<file path="config.mk">
export PLATFORM = sky130hd
export DESIGN_NAME = alu_arbiter
export DESIGN_NICKNAME = d
export VERILOG_FILES = /design/src/rtl/alu_arbiter.sv
export SDC_FILE = /design/constraint.sdc
export NUM_CORES = 1
export LEC_CHECK = 0
export ABC_AREA = 1
export BUFFER_PORTS_ARGS = -buffer_cell sky130_fd_sc_hd__buf_2
export CORE_MARGIN = 2
export CORE_UTILIZATION = 40
export DETAILED_ROUTE_END_ITERATION = 8
export GPL_TIMING_DRIVEN = 0
export PLACE_DENSITY = 0.69
export SYNTH_ARGS = -nofsm -noshare
export SYNTH_HDL_FRONTEND = slang
export SYNTH_SLANG_ARGS = --single-unit
</file>
<file path="constraint.sdc">
create_clock -name clk -period 4.3 [get_ports clk]
set_clock_uncertainty 0.05 [all_clocks]
set_input_delay 1.075 -clock clk [delete_from_list [all_inputs] [get_ports clk]]
set_output_delay 1.075 -clock clk [all_outputs]
set_load 0.005 [all_outputs]
</file>
<file path="src/rtl/alu_arbiter.sv">
// ---------------------------------------------------------------------------
// alu_arbiter
//
// Purpose:
//   Lets two requesters share one external 8-bit combinational ALU. Port 0 is
//   the execute stage and port 1 is the address/aux unit. Only one operation
//   is in flight at a time. The arbiter registers the winner's operands into
//   the ALU, samples the ALU result and flags one cycle later, and returns a
//   one-cycle response to the winner. It also keeps an architectural flag
//   register for each requester.
//
//   Sequence:   IDLE --(any req)--> EXEC --> RESP --> IDLE
//   Timing:     a request sampled at edge k is acked during cycle k+1 and
//               answered (rsp_valid*) during cycle k+2. The earliest next
//               grant is at edge k+3.
//
// Parameters:
//   PRIO_FIXED   0 = round-robin on a tie; 1 = port 0 always wins a tie
//   OP_ADD       ALU add opcode; the result and all four flags are valid
//   OP_PASS      ALU pass-in1 opcode; only the result is valid
//
// Ports:
//   clk, rst_n                 clock (rising edge), async active-low reset
//   req0/req1                  request, held with operands until its ack
//   a0/a1, b0/b1               operand 1 / operand 2 of each requester
//   op0/op1                    opcode of each requester
//   ack0/ack1                  one-cycle grant strobe (high during EXEC)
//   rsp_valid0/rsp_valid1      one-cycle response strobe (high during RESP)
//   rsp_res                    response result, shared by both ports
//   rsp_err                    unsupported opcode, qualified by rsp_valid*
//   flags0/flags1              per-requester flags {CF,ZF,SF,OF}
//   busy                       high whenever the FSM is not in IDLE
//   alu_in1, alu_in2, alu_op   registered drive to the external ALU
//   alu_res, alu_cf..alu_of    result and flags returned by the ALU
// ---------------------------------------------------------------------------
module alu_arbiter #(
    parameter bit         PRIO_FIXED = 1'b0,
    parameter logic [3:0] OP_ADD     = 4'b0000,
    parameter logic [3:0] OP_PASS    = 4'b1111
) (
    input  logic       clk,
    input  logic       rst_n,

    input  logic       req0,
    input  logic [7:0] a0,
    input  logic [7:0] b0,
    input  logic [3:0] op0,
    input  logic       req1,
    input  logic [7:0] a1,
    input  logic [7:0] b1,
    input  logic [3:0] op1,

    output logic       ack0,
    output logic       ack1,
    output logic       rsp_valid0,
    output logic       rsp_valid1,
    output logic [7:0] rsp_res,
    output logic       rsp_err,
    output logic [3:0] flags0,
    output logic [3:0] flags1,
    output logic       busy,

    output logic [7:0] alu_in1,
    output logic [7:0] alu_in2,
    output logic [3:0] alu_op,
    input  logic [7:0] alu_res,
    input  logic       alu_cf,
    input  logic       alu_zf,
    input  logic       alu_sf,
    input  logic       alu_of
);

    typedef enum logic [1:0] {
        S_IDLE = 2'd0,
        S_EXEC = 2'd1,
        S_RESP = 2'd2
    } state_t;

    state_t     state;
    logic       last;        // port granted most recently (round-robin pointer)
    logic       owner;       // port that owns the operation in flight
    logic       err;         // in-flight opcode is unsupported
    logic       is_add;      // in-flight opcode updates the owner's flags
    logic [3:0] hold_flags;  // ALU flags sampled at the end of EXEC

    // ------------------------------------------------------------------
    // Arbitration and selection of the winner's operands (combinational)
    // ------------------------------------------------------------------
    logic       any_req;
    logic       grant;
    logic [7:0] sel_a;
    logic [7:0] sel_b;
    logic [3:0] sel_op;
    logic       op_ok;

    // NOTE: every signal gets a default at the top of an always_comb so no
    // path leaves it unassigned; otherwise synthesis would infer a latch.
    always_comb begin
        any_req = req0 | req1;
        grant   = 1'b0;
        if (req0 && req1) begin
            // On a tie, round-robin picks the port that was not served last.
            grant = PRIO_FIXED ? 1'b0 : ~last;
        end else if (req1) begin
            grant = 1'b1;
        end

        sel_a  = grant ? a1  : a0;
        sel_b  = grant ? b1  : b0;
        sel_op = grant ? op1 : op0;
        op_ok  = (sel_op == OP_ADD) || (sel_op == OP_PASS);
    end

    // ------------------------------------------------------------------
    // Sequencer: a single registered FSM. Every output is a flop.
    // ------------------------------------------------------------------
    // NOTE: sequential state uses non-blocking assignments only, so every
    // flop samples the values from before the edge, whatever the statement
    // order.
    always_ff @(posedge clk or negedge rst_n) begin
        if (!rst_n) begin
            state      <= S_IDLE;
            last       <= 1'b1;      // port 0 wins the first tie
            owner      <= 1'b0;
            err        <= 1'b0;
            is_add     <= 1'b0;
            hold_flags <= 4'b0000;
            ack0       <= 1'b0;
            ack1       <= 1'b0;
            rsp_valid0 <= 1'b0;
            rsp_valid1 <= 1'b0;
            rsp_res    <= 8'h00;
            rsp_err    <= 1'b0;
            flags0     <= 4'b0000;
            flags1     <= 4'b0000;
            busy       <= 1'b0;
            alu_in1    <= 8'h00;
            alu_in2    <= 8'h00;
            alu_op     <= OP_PASS;
        end else begin
            // The strobes are high for one cycle at most.
            ack0       <= 1'b0;
            ack1       <= 1'b0;
            rsp_valid0 <= 1'b0;
            rsp_valid1 <= 1'b0;

            case (state)
                S_IDLE: begin
                    if (any_req) begin
                        owner  <= grant;
                        last   <= grant;
                        ack0   <= ~grant;
                        ack1   <= grant;
                        err    <= ~op_ok;
                        is_add <= (sel_op == OP_ADD);
                        // An unsupported op is acked but never reaches the
                        // ALU. The previous drive stays in place.
                        if (op_ok) begin
                            alu_in1 <= sel_a;
                            alu_in2 <= sel_b;
                            alu_op  <= sel_op;
                        end
                        busy  <= 1'b1;
                        state <= S_EXEC;
                    end
                end

                S_EXEC: begin
                    // The ALU has had a full cycle to settle on the
                    // registered drive. Sample its outputs here.
                    hold_flags <= {alu_cf, alu_zf, alu_sf, alu_of};
                    rsp_res    <= err ? 8'h00 : alu_res;
                    rsp_err    <= err;
                    rsp_valid0 <= ~owner;
                    rsp_valid1 <= owner;
                    state      <= S_RESP;
                end

                S_RESP: begin
                    // Only a successful ADD commits flags, and only for the
                    // owner. is_add is never set together with err.
                    if (is_add) begin
                        if (owner) flags1 <= hold_flags;
                        else       flags0 <= hold_flags;
                    end
                    busy  <= 1'b0;
                    state <= S_IDLE;
                end

                default: begin
                    busy  <= 1'b0;
                    state <= S_IDLE;
                end
            endcase
        end
    end

endmodule
</file>
# ---- Word level (Yosys, flattened, before mapping)
# Index checks and enable logic that the tools add are counted.
dict set report op_classes {
  n_eq_ne 4
  n_mux 16
  bitwise 6
  n_reduce_logical 9
}
# cell count
set op_table {}
lappend op_table {{2-to-1 mux 8 bit} 3}
lappend op_table {{2-to-1 mux 1 bit} 9}
lappend op_table {{AND reduction 3 bit} 3}
lappend op_table {{NOT 1 bit} 5}
lappend op_table {{== test 4 bit (second input constant)} 1}
lappend op_table {{logical NOT 4 bit} 1}
lappend op_table {{2-to-1 mux 4 bit} 1}
lappend op_table {{one-hot mux 2 bit (2 select lines)} 1}
lappend op_table {{AND reduction 2 bit} 2}
lappend op_table {{== test 2 x 1 -> 1 bit (second input constant)} 1}
lappend op_table {{== test 2 bit (second input constant)} 1}
lappend op_table {{logical NOT 2 bit} 1}
lappend op_table {{2-to-1 mux 2 bit} 1}
lappend op_table {{!= test 2 bit (second input constant)} 1}
lappend op_table {{one-hot mux 1 bit (2 select lines)} 1}
lappend op_table {{logical AND 1 bit} 1}
lappend op_table {{logical OR 1 bit} 1}
lappend op_table {{bitwise OR 1 bit} 1}
dict set report word_totals {
  ff_bits 52
  in_bits 56
  out_inout_bits 42
  wordCells 53
}

# ---- Depth between registers and ports, before layout
dict set report depth {
  depth_word 6
  mapped_depth 11
  mapped_depth_nobuf 9
}

# ---- Worst setup path before layout
# OpenSTA, ideal clock, no wires.
dict set report synth_path {
  path_kind {input to register}
  start {input port req1}
  end {register alu_in1[0]}
  arrival_time_ns 2.067
  required_ns 4.134
  slack_ns 2.067
  cell_stages 7
  n_path_buf 3
  cell_sequence {buf_6 nand2_4 buf_8 buf_2 mux2_2 nand2_2 nand2_1}
}
dict set report synth_via {
  elab_chain_cells 6
  word_cells_on_any_way 10
  classes_between {eq/ne (1); mux (4); bitwise (1); reduce/logical (4)}
}
# element line_no
set synth_rtl {}
lappend synth_rtl {{start, declared} 48} ;# input logic req1,
lappend synth_rtl {{2-to-1 mux 1 bit or logical AND 1 bit (tied branches)} {104, 101}}
lappend synth_rtl {{2-to-1 mux 1 bit} 101} ;# if (req0 && req1) begin
lappend synth_rtl {{2-to-1 mux 4 bit} 110} ;# sel_op = grant ? op1 : op0;
lappend synth_rtl {{== test 4 bit or logical NOT 4 bit (tied branches)} 111} ;# op_ok = (sel_op == OP_ADD) || (sel_op == OP_PASS);
lappend synth_rtl {{logical OR 1 bit} 111}
lappend synth_rtl {{AND reduction 3 bit (no source line)} -}
lappend synth_rtl {{end signal, assigned} 159} ;# alu_in1 <= sel_a;
lappend synth_rtl {{end, declared} 63} ;# output logic [7:0] alu_in1,
# Several ways; a longest one is shown, not always the timed one.
# A chain may end at the register's enable or synchronous reset.

# ---- Final worst setup path
dict set report layout_path {
  start {input port req0}
  end {register alu_in1[2]}
}
dict set report layout_via {
  elab_chain_cells 6
  word_cells_on_any_way 9
  classes_between {eq/ne (1); mux (3); bitwise (1); reduce/logical (4)}
}
# element line_no
set layout_rtl {}
lappend layout_rtl {{start, declared} 44} ;# input logic req0,
lappend layout_rtl {{logical AND 1 bit} 101}
lappend layout_rtl {{2-to-1 mux 1 bit} 101}
lappend layout_rtl {{2-to-1 mux 4 bit} 110}
lappend layout_rtl {{== test 4 bit or logical NOT 4 bit (tied branches)} 111}
lappend layout_rtl {{logical OR 1 bit} 111}
lappend layout_rtl {{AND reduction 3 bit (no source line)} -}
# Several ways; a longest one is shown, not always the timed one.

==> results.ini <==
[worst_setup_path]
cp-start-kind=input pin
r2r_start=last$_DFFE_PN1P_
path_class=input pin to flop
cp.required_ns=4.45
end_kind=flop
slowest_stage=mux2_2
cp_slowest_stage_delay_ns=0.38
cp_data_arrival_time_ns=2.31
r2r-end=alu_in1[2]$_DFFE_PN0P_
crit_path_cell_trace=buf_2 > nand2_4 > nand2_4 > buf_8 > buf_2 > mux2_2 > nand2_2 > nand2_1
crit_fanout=10
rr_worst_depth=7
r2r_slack_ns=2.47

[power_and_ir_drop]
peakVddDrop_v=0.000255
power_density_nw_per_um2=599
finalPower_mw=1.83
p_leak_nw=1.68

[route]
vias_per_cell=4.66
vias=1909
drc_errors=0
drt-total-wl_um=5040
drt_pass1_iterations=4
drtIter0Drc=94
route.detailed.wl_per_inst_um=12.3
antenna_left=0

[clock_tree]
cts_tree=yes
cts_max_level=2
cts_resized=0
clkSinkCount=52
insertion_delay_ns=0.30
clkSlewWorstSetupHoldPaths_ns=0.09
cts_made_buffers=5
postCtsHoldBufs=0
clock_tree.buffer_depth=2
postCtsSetupRepairBufs=0
cts_root_buffer=clkbuf_8

[floorplan]
core_sq_um=5610
die_h_um=80.8
pin_count=98
std_cell_rows=27
start_util=0.421
chipWidth_um=80.8
die_area_sq_um=6530

[yosys]
async_flop_share=1.00
synth_common_cells=nand2_1, dfrtp_1, nand3_1, mux2_2, inv_1
synth.distinct_cells=24
netlist.area_leader.share=0.498
synth_most_common_cell=nand2_1
ys.flop_type=dfrtp_1
synth_area_leaders=dfrtp_1, nand2_1, mux2_2, nand3_1, dfstp_2
synthCells=234
synth_edf_count=0
yosys.area.top_type=dfrtp_1
synthesis.nets=290
synth_seq_cells=52
ys_warn_count=0
syn_avg_cell_area_sq_um=10.1
synthesis.area_sq_um=2360
seq_area_frac_synth=0.554

[timing]
rsz0062_at_grt=false
finalCritPeriodShare=0.503
tightest_slew_ns=1.12
finalCriticalPeriod_ns=2.16
fmax_mhz=462
setup_viol=0
slew_viol_final=0
hold_viol=0
holdWs_ns=0.414
final.setup.tns_ns=0
slew-limit-headroom=0.252

[global_routing]
antenna_found_initial=0
grt_max_degree=53
track_usage=0.165
grt_pass1_vias=1866
grt_pass1_wl_um=8260
grt_overflow=0

[final_layout]
nets=393
n_fill_cell=524
drive_gt1_frac=0.459
antenna_cells=0
area_delta_synth_final_pct=29.3
postLayoutCoreUtil=0.544

[place]
port-buffer-count=96
dpl.hpwl_um=3590
routabilityCongestion=0.766

[run_status]
outcome=completed

[job]
drv.max_cap_violation_count=0

[worst_hold_path]
min_from=alu_op[1]$_DFFE_PN1P_
min_to=alu_op[1]$_DFFE_PN1P_
hold_path_class=flop to flop
hold_depth=2

## state kept, by name (all words and copies together), names as in the netlist, 2 cells and up
signal      flops
alu_in1         8
alu_in2         8
alu_op          4
flags0          4
flags1          4
hold_flags      4
rsp_res         8
state           2
## worst max-delay path, delay by kind of cell
kind,cells,cell delay (ns)
multiplexers,1,0.38
AND/OR/NAND/NOR,4,0.33
buffers and inverters,3,0.53
## through the flow
stage / instance area, sq um / std cells / setup WS (ns)
finish: 3050 / 410 / 2.14
global route: 3050 / 410 / 2.05
CTS: 3050 / 410 / 2.14
detailed placement: 2930 / 402 / 1.80
global placement: 2930 / 402 / 1.83
floorplan: 2360 / 234 / 2.07
## placed cells by master, fill, tap and decap left out, types with 5 or more instances in the layout
master / n
nand3_1: 27
inv_1: 15
dfrtp_1: 47
clkbuf_8: 6
nand2_4: 5
a22o_1: 8
nand2_2: 11
buf_2: 99
dfstp_2: 5
nor2_1: 13
nand2_1: 56
mux2_2: 16
o21ai_0: 13
## power breakdown
group	switching, mW	internal (mW)	leakage (nW)
sequential	0.108	0.720	0.655
clock	0.161	0.190	0.0614
combinational	0.340	0.310	0.964
total	0.609	1.22	1.68
## layout make-up
class	instances	area, sq um	share of cell area
Buffer	10	83.8	0.0275
Clock buffer	6	82.6	0.0271
Clock inverter	2	38.8	0.0127
Inverter	16	60.1	0.0197
Multi-Input combinational cell	156	908	0.298
Sequential cell	52	1310	0.428
Tap cell	72	90.1	0.0295
Timing Repair Buffer	96	480	0.157
## worst max path at each step
stage | from | to | slack (ns) | cells after the start
final | req0 | alu_in1[2]$_DFFE_PN0P_ | 2.14 | 8
after global routing | req0 | alu_in1[7]$_DFFE_PN0P_ | 2.05 | 8
after global placement | req0 | alu_in1[5]$_DFFE_PN0P_ | 1.83 | 8
after floorplan | req1 | alu_in1[0]$_DFFE_PN0P_ | 2.07 | 7
after detailed placement | req0 | alu_in1[5]$_DFFE_PN0P_ | 1.80 | 8
after CTS | req0 | alu_in1[2]$_DFFE_PN0P_ | 2.14 | 8
## cell families after synthesis
logic type	share of synthesized area
AO/OA/AOI/OAI	0.0631
buffers and inverters	0.0610
flip-flops	0.554
multiplexers	0.0764
AND/OR/NAND/NOR	0.245
## per-layer routing
layer	wire length (um)	global-route usage	up-vias
li1	-	-	966
met1	2300	0.201	861
met2	2250	0.280	76
met3	430	0.0522	6
met4	55	0.0458	0
met5	0	0	-
Note: power is estimated with default switching activity, not from simulation.
